`config.mk`:
```
export PLATFORM = sky130hd
export DESIGN_NAME = ps2_key_decoder_flat
export DESIGN_NICKNAME = d
export VERILOG_FILES = /design/src/rtl/ps2_key_decoder_if.sv /design/src/rtl/ps2_key_decoder.sv /design/src/flat_wrapper.sv
export SDC_FILE = /design/constraint.sdc
export NUM_CORES = 1
export LEC_CHECK = 0
export ABC_AREA = 0
export CORE_MARGIN = 4
export CORE_UTILIZATION = 56
export CTS_BUF_LIST = sky130_fd_sc_hd__clkbuf_4
export CTS_CLUSTER_DIAMETER = 150
export DETAILED_ROUTE_END_ITERATION = 8
export HOLD_SLACK_MARGIN = 0.12
export PLACE_DENSITY = 0.83
export SLEW_MARGIN = 30
export SYNTH_ARGS = -nofsm -noshare
export SYNTH_HDL_FRONTEND = slang
export SYNTH_SLANG_ARGS = --single-unit
```
`constraint.sdc`:
```
create_clock -name clk -period 2.9 [get_ports clk]
set_clock_uncertainty 0.2 [all_clocks]
set_input_delay 0.435 -clock clk [delete_from_list [all_inputs] [get_ports clk]]
set_output_delay 0.435 -clock clk [all_outputs]
set_load 0.05 [all_outputs]
```
`src/rtl/ps2_key_decoder_if.sv`:
```
// ps2_key_decoder_if: receiver FIFO handshake plus decoded key-event bus.
interface ps2_key_decoder_if;
    logic [7:0] ps2_data;
    logic       ps2_ready;
    logic       ps2_overflow;
    logic       nextdata_n;
    logic       key_valid;
    logic [7:0] key_code;
    logic       key_ext;
    logic       key_release;
    logic       key_repeat;
    logic [7:0] key_ascii;
    logic [7:0] key_count;
    logic       key_held;
    logic       err;
    modport master (
        output ps2_data, ps2_ready, ps2_overflow,
        input  nextdata_n, key_valid, key_code, key_ext, key_release, key_repeat,
        input  key_ascii, key_count, key_held, err
    );
    modport slave (
        input  ps2_data, ps2_ready, ps2_overflow,
        output nextdata_n, key_valid, key_code, key_ext, key_release, key_repeat,
        output key_ascii, key_count, key_held, err
    );
endinterface

```
`src/rtl/ps2_key_decoder.sv`:
```
// ps2_key_decoder: set-2 scan code bytes to key events with prefix tracking,
// typematic suppression and ASCII lookup; pops the receiver FIFO itself.
module ps2_key_decoder (
    input logic             clk,
    input logic             clrn,
    ps2_key_decoder_if.slave bus
);
    typedef enum logic [1:0] {IDLE, BRK, EXT, EXT_BRK} state_t;
    state_t     state_q;
    logic       ovf_q;
    logic       nextdata_n_q;
    logic       key_valid_q;
    logic [7:0] key_code_q;
    logic       key_ext_q;
    logic       key_release_q;
    logic       key_repeat_q;
    logic [7:0] key_ascii_q;
    logic [7:0] key_count_q;
    logic       key_held_q;
    logic       err_q;
    logic [7:0] held_code_q;
    logic       held_ext_q;
    logic [7:0] b;
    logic [7:0] ascii_d;
    logic       ovf_rise, fetch, in_ext, in_brk, match;
    assign b        = bus.ps2_data;
    assign ovf_rise = bus.ps2_overflow & ~ovf_q;
    assign fetch    = bus.ps2_ready & nextdata_n_q & ~ovf_rise;
    assign in_ext   = (state_q == EXT) || (state_q == EXT_BRK);
    assign in_brk   = (state_q == BRK) || (state_q == EXT_BRK);
    assign match    = key_held_q && (held_ext_q == in_ext) && (held_code_q == b);
    always_comb begin
        ascii_d = 8'h00;
        case (b)
            8'h1C: ascii_d = "a";  8'h32: ascii_d = "b";  8'h21: ascii_d = "c";
            8'h23: ascii_d = "d";  8'h24: ascii_d = "e";  8'h2B: ascii_d = "f";
            8'h34: ascii_d = "g";  8'h33: ascii_d = "h";  8'h43: ascii_d = "i";
            8'h3B: ascii_d = "j";  8'h42: ascii_d = "k";  8'h4B: ascii_d = "l";
            8'h3A: ascii_d = "m";  8'h31: ascii_d = "n";  8'h44: ascii_d = "o";
            8'h4D: ascii_d = "p";  8'h15: ascii_d = "q";  8'h2D: ascii_d = "r";
            8'h1B: ascii_d = "s";  8'h2C: ascii_d = "t";  8'h3C: ascii_d = "u";
            8'h2A: ascii_d = "v";  8'h1D: ascii_d = "w";  8'h22: ascii_d = "x";
            8'h35: ascii_d = "y";  8'h1A: ascii_d = "z";
            8'h45: ascii_d = "0";  8'h16: ascii_d = "1";  8'h1E: ascii_d = "2";
            8'h26: ascii_d = "3";  8'h25: ascii_d = "4";  8'h2E: ascii_d = "5";
            8'h36: ascii_d = "6";  8'h3D: ascii_d = "7";  8'h3E: ascii_d = "8";
            8'h46: ascii_d = "9";
            8'h29: ascii_d = 8'h20;
            8'h5A: ascii_d = 8'h0D;
            default: ascii_d = 8'h00;
        endcase
    end
    always_ff @(posedge clk) begin
        if (!clrn) begin
            state_q       <= IDLE;
            ovf_q         <= 1'b0;
            nextdata_n_q  <= 1'b1;
            key_valid_q   <= 1'b0;
            key_code_q    <= 8'h00;
            key_ext_q     <= 1'b0;
            key_release_q <= 1'b0;
            key_repeat_q  <= 1'b0;
            key_ascii_q   <= 8'h00;
            key_count_q   <= 8'h00;
            key_held_q    <= 1'b0;
            err_q         <= 1'b0;
            held_code_q   <= 8'h00;
            held_ext_q    <= 1'b0;
        end else begin
            ovf_q        <= bus.ps2_overflow;
            key_valid_q  <= 1'b0;
            err_q        <= 1'b0;
            nextdata_n_q <= 1'b1;
            if (ovf_rise) begin
                state_q <= IDLE;
                err_q   <= 1'b1;
            end else if (fetch) begin
                nextdata_n_q <= 1'b0;
                if (b == 8'hE0) begin
                    err_q   <= state_q != IDLE;
                    state_q <= EXT;
                end else if (b == 8'hF0) begin
                    err_q   <= in_brk;
                    state_q <= in_brk ? state_q : (in_ext ? EXT_BRK : BRK);
                end else if (b == 8'h00 || b == 8'hFF) begin
                    err_q   <= 1'b1;
                    state_q <= IDLE;
                end else begin
                    key_valid_q   <= 1'b1;
                    key_code_q    <= b;
                    key_ext_q     <= in_ext;
                    key_release_q <= in_brk;
                    key_ascii_q   <= in_ext ? 8'h00 : ascii_d;
                    key_repeat_q  <= !in_brk && match;
                    state_q       <= IDLE;
                    if (in_brk) begin
                        if (match) key_held_q <= 1'b0;
                    end else if (!match) begin
                        key_count_q <= key_count_q + 8'd1;
                        held_code_q <= b;
                        held_ext_q  <= in_ext;
                        key_held_q  <= 1'b1;
                    end
                end
            end
        end
    end
    assign bus.nextdata_n  = nextdata_n_q;
    assign bus.key_valid   = key_valid_q;
    assign bus.key_code    = key_code_q;
    assign bus.key_ext     = key_ext_q;
    assign bus.key_release = key_release_q;
    assign bus.key_repeat  = key_repeat_q;
    assign bus.key_ascii   = key_ascii_q;
    assign bus.key_count   = key_count_q;
    assign bus.key_held    = key_held_q;
    assign bus.err         = err_q;
endmodule

```
`src/flat_wrapper.sv`:
```
// flat-port wrapper written by rule: the top's interface ports become plain ports
module ps2_key_decoder_flat 
  (clk, clrn, bus_ps2_data, bus_ps2_ready, bus_ps2_overflow, bus_nextdata_n, bus_key_valid, bus_key_code, bus_key_ext, bus_key_release, bus_key_repeat, bus_key_ascii, bus_key_count, bus_key_held, bus_err);
  ps2_key_decoder_if bus_i ();
  input logic clk;
  input logic clrn;
  input wire logic [$bits(bus_i.ps2_data)-1:0] bus_ps2_data;
  input wire logic [$bits(bus_i.ps2_ready)-1:0] bus_ps2_ready;
  input wire logic [$bits(bus_i.ps2_overflow)-1:0] bus_ps2_overflow;
  output wire logic [$bits(bus_i.nextdata_n)-1:0] bus_nextdata_n;
  output wire logic [$bits(bus_i.key_valid)-1:0] bus_key_valid;
  output wire logic [$bits(bus_i.key_code)-1:0] bus_key_code;
  output wire logic [$bits(bus_i.key_ext)-1:0] bus_key_ext;
  output wire logic [$bits(bus_i.key_release)-1:0] bus_key_release;
  output wire logic [$bits(bus_i.key_repeat)-1:0] bus_key_repeat;
  output wire logic [$bits(bus_i.key_ascii)-1:0] bus_key_ascii;
  output wire logic [$bits(bus_i.key_count)-1:0] bus_key_count;
  output wire logic [$bits(bus_i.key_held)-1:0] bus_key_held;
  output wire logic [$bits(bus_i.err)-1:0] bus_err;
  assign bus_i.ps2_data = bus_ps2_data;
  assign bus_i.ps2_ready = bus_ps2_ready;
  assign bus_i.ps2_overflow = bus_ps2_overflow;
  assign bus_nextdata_n = bus_i.nextdata_n;
  assign bus_key_valid = bus_i.key_valid;
  assign bus_key_code = bus_i.key_code;
  assign bus_key_ext = bus_i.key_ext;
  assign bus_key_release = bus_i.key_release;
  assign bus_key_repeat = bus_i.key_repeat;
  assign bus_key_ascii = bus_i.key_ascii;
  assign bus_key_count = bus_i.key_count;
  assign bus_key_held = bus_i.key_held;
  assign bus_err = bus_i.err;
  ps2_key_decoder u_core (.clk(clk), .clrn(clrn), .bus(bus_i));
endmodule
```
==> run_results.csv <==
group,metric,value,unit
status,outcome,"finished clean",
critical_path,cpPeakStageDelay,0.41,ns
hold_path,hold_class,"flop to flop",
yosys,synth_top_area_frac,0.314,
finish,layout_common_cells,"nand2_1, dfxtp_1, clkdlybuf4s50_1, mux2i_1, nor2_1",
sta,worst_slew_pin_slew,0.632,ns
critical_path,cpLargestDelayFamily,"buffers and inverters",
yosys,yosysWarnings,0,
cts,cts_resized,0,
yosys,synth_edf_count,0,
cts,cts_tree,"yes",
drt,drt-met1-wl,3.12,mm
yosys,synth_top_cells_by_area,"dfxtp_1, mux2i_1, nand2_1",
critical_path,crit_path_end_kind,"flop",
drt,drt-total-wl,6.66,mm
finish,fin_cells,428,
critical_path,path_class,"input pin to flop",
job,maxCapViolations,0,
pwr,p_total,0.00135,W
critical_path,cp_max_fo,14,
drt,met3WireLength,553,µm
pwr,leakagePower,1.24,nW
cts,clk_latency,0.35,ns
hold_path,hold_start,"u_core.held_code_q[7]$_SDFFE_PN0P_",
finish,fin_area,3310,µm²
finish,syn_to_final_growth,23.6,%
finish,finalNetCount,396,
sta,post-route-period-util,0.872,
sta,setup-violations-final,0,
drt,top_layer,"met4",
floorplanning,die_w,77.2,µm
critical_path,crit_chain,"clkdlybuf4s50_1 > inv_1 > ha_1 > or3b_1 > a222oi_1 > buf_4 > nor2_4 > a21oi_1 > a311oi_2",
sta,hold_violations,0,
cts,cts_setup_buffers,0,
pwr,power_density,407,nW/µm²
global_routing,antenna_found_initial,0,
global_routing,grt_max_degree,38,
yosys,synthFlopType,"dfxtp_1",
drt,routedWlPerCell,15.6,µm
pwr,ir_worst_vdd,0.314,mV
global_routing,grt_pass1_wl,11.0,mm
sta,period_needed,2.53,ns
drt,antenna_left,0,
cts,cts_root_buffer,"clkbuf_4",
floorplanning,io_pins,43,
yosys,synthesis.nets,353,
yosys,ys_types,59,
yosys,synth-seq-area-share,0.314,
critical_path,critPathRequiredTime,2.94,ns
critical_path,cp.buffers_inverters,3,
placement,placed_cell_area,3230,µm²
yosys,async_reset_ff_frac,0,
sta,slew_headroom,0.575,
yosys,ys_ff_latch,42,
sta,final.setup.tns,0,ns
placement,pre_cts_ws,-0.0293,ns
cts,hold_buffers,0,
global_routing,track_usage,0.223,
placement,dp_hpwl,4.88,mm
global_routing,first_global_vias,2299,
drt,drt_iter0_markers,386,
sta,slew_viol_final,0,
drt,drcViolationCount,0,
floorplanning,rows,24,
critical_path,start_kind,"input pin",
sta,fin_ws,0.371,ns
placement,dp_cells,420,
critical_path,r2r-start,"u_core.bus.nextdata_n$_SDFF_PP1_",
floorplanning,dieArea,5950,µm²
finish,drive_above_1_share,0.114,
floorplanning,die_h,77.2,µm
floorplanning,initial_core_util,0.595,
yosys,avgSynthCellArea,8.07,µm²
finish,final_common_cell,"nand2_1",
yosys,netlist_instances,332,
cts,cts_sinks,42,
drt,dr_total_vias,2607,
finish,nFillCells,360,
placement,gp_congestion,0.982,
sta,rsz0062_at_grt,"false",
drt,vias_per_cell,6.09,
yosys,synthesis.area,2680,µm²
floorplanning,core,4500,µm²
cts,path_clk_slew,0.13,ns
cts,htree_levels,2,
global_routing,gr-total-overflow,0,
critical_path,cp_data_arrival_time,2.56,ns
sta,fmax,395,MHz
critical_path,crit_slowest_cell,"clkdlybuf4s50_1",
finish,antenna_cells,0,
cts,cts.path.max_buffers,2,
yosys,yosys.area.top_type,"dfxtp_1",
critical_path,startpoint,"bus_ps2_data[0]",
cts,cts_buffers,5,
drt,wl_met2,2.93,mm
drt,drtPass1Iterations,5,
placement,port_buffers,41,
==> cell type report <==
cell class	count	area, µm²	area share
multi-input cells	253	1680	0.506
repair buffers	65	616	0.186
flip-flops and latches	42	841	0.254
clock buffers	6	45.0	0.0136
well taps	52	65.1	0.0197
inverters	8	30.0	0.00907
clock inverters	2	37.5	0.0113
==> registers in the layout (all words and copies together), names as in the netlist <==
signal,cells
u_core.held_ext_q,1
u_core.bus.key_repeat,1
u_core.bus.key_code,8
u_core.state_q,2
u_core.bus.err,1
u_core.bus.key_ext,1
u_core.bus.key_count,8
u_core.ovf_q,1
u_core.bus.key_ascii,7
u_core.bus.key_valid,1
u_core.bus.nextdata_n,1
u_core.bus.key_held,1
u_core.held_code_q,8
u_core.bus.key_release,1
==> cell usage after synthesis (all sizes together), types with 4 or more instances <==
library cell / n
xnor2: 9
nand2: 49
a22o: 5
a21oi: 19
clkbuf: 15
dfxtp: 42
nand3: 12
nor2: 25
a31oi: 4
mux2i: 30
nand2b: 19
nand4: 6
o21ai: 12
inv: 8
buf: 14
ha: 9
nor4: 7
==> report_power, final <==
part           leakage [nW]  internal (W)  switching [W]
registers             0.342      0.000600      0.0000151
logic                 0.857      0.000137       0.000204
clock network        0.0419      0.000191       0.000200
==> final timing paths <==
check,endpoint,slack (ns),cells after the start
worst max-delay path,u_core.bus.key_held$_SDFFE_PN0P_,0.37,9
worst min-delay path,u_core.held_code_q[7]$_SDFFE_PN0P_,0.28,2
worst max register to register,u_core.bus.key_held$_SDFFE_PN0P_,0.92,5
worst min register to register,u_core.held_code_q[7]$_SDFFE_PN0P_,0.28,2
==> through the flow <==
| step | hold slack (ns) | util |
|---|---|---|
| floorplan | 0.247 | - |
| global placement | 0.251 | 0.717 |
| detailed placement | 0.259 | 0.717 |
| CTS | 0.280 | 0.735 |
| global route | 0.293 | 0.735 |
| finish | 0.278 | 0.735 |
==> cell families after synthesis <==
| family | count (synthesis) | share of synthesized area |
|---|---|---|
| compound gates | 66 | 0.168 |
| xor+xnor | 9 | 0.0294 |
| fa+ha+maj | 9 | 0.0420 |
| buf+inv | 37 | 0.0626 |
| flops | 42 | 0.314 |
| mux | 32 | 0.125 |
| other cells | 1 | 0.00140 |
| simple gates | 136 | 0.258 |
==> tightest hold or removal path, delay by kind of cell, from the launching register on <==
kind / cells / cell delay (ns)
flip-flops: 1 / 0.34
AND/OR/NAND/NOR: 1 / 0.05
multiplexers: 1 / 0.05
==> per-layer routing <==
metal  global-route usage  vias up
met5                    0        -
met4               0.0498        0
met3               0.0445        8
met2                0.333      124
met1                0.327     1212
li1                     -     1263
Note: power is estimated with default switching activity, not from simulation.
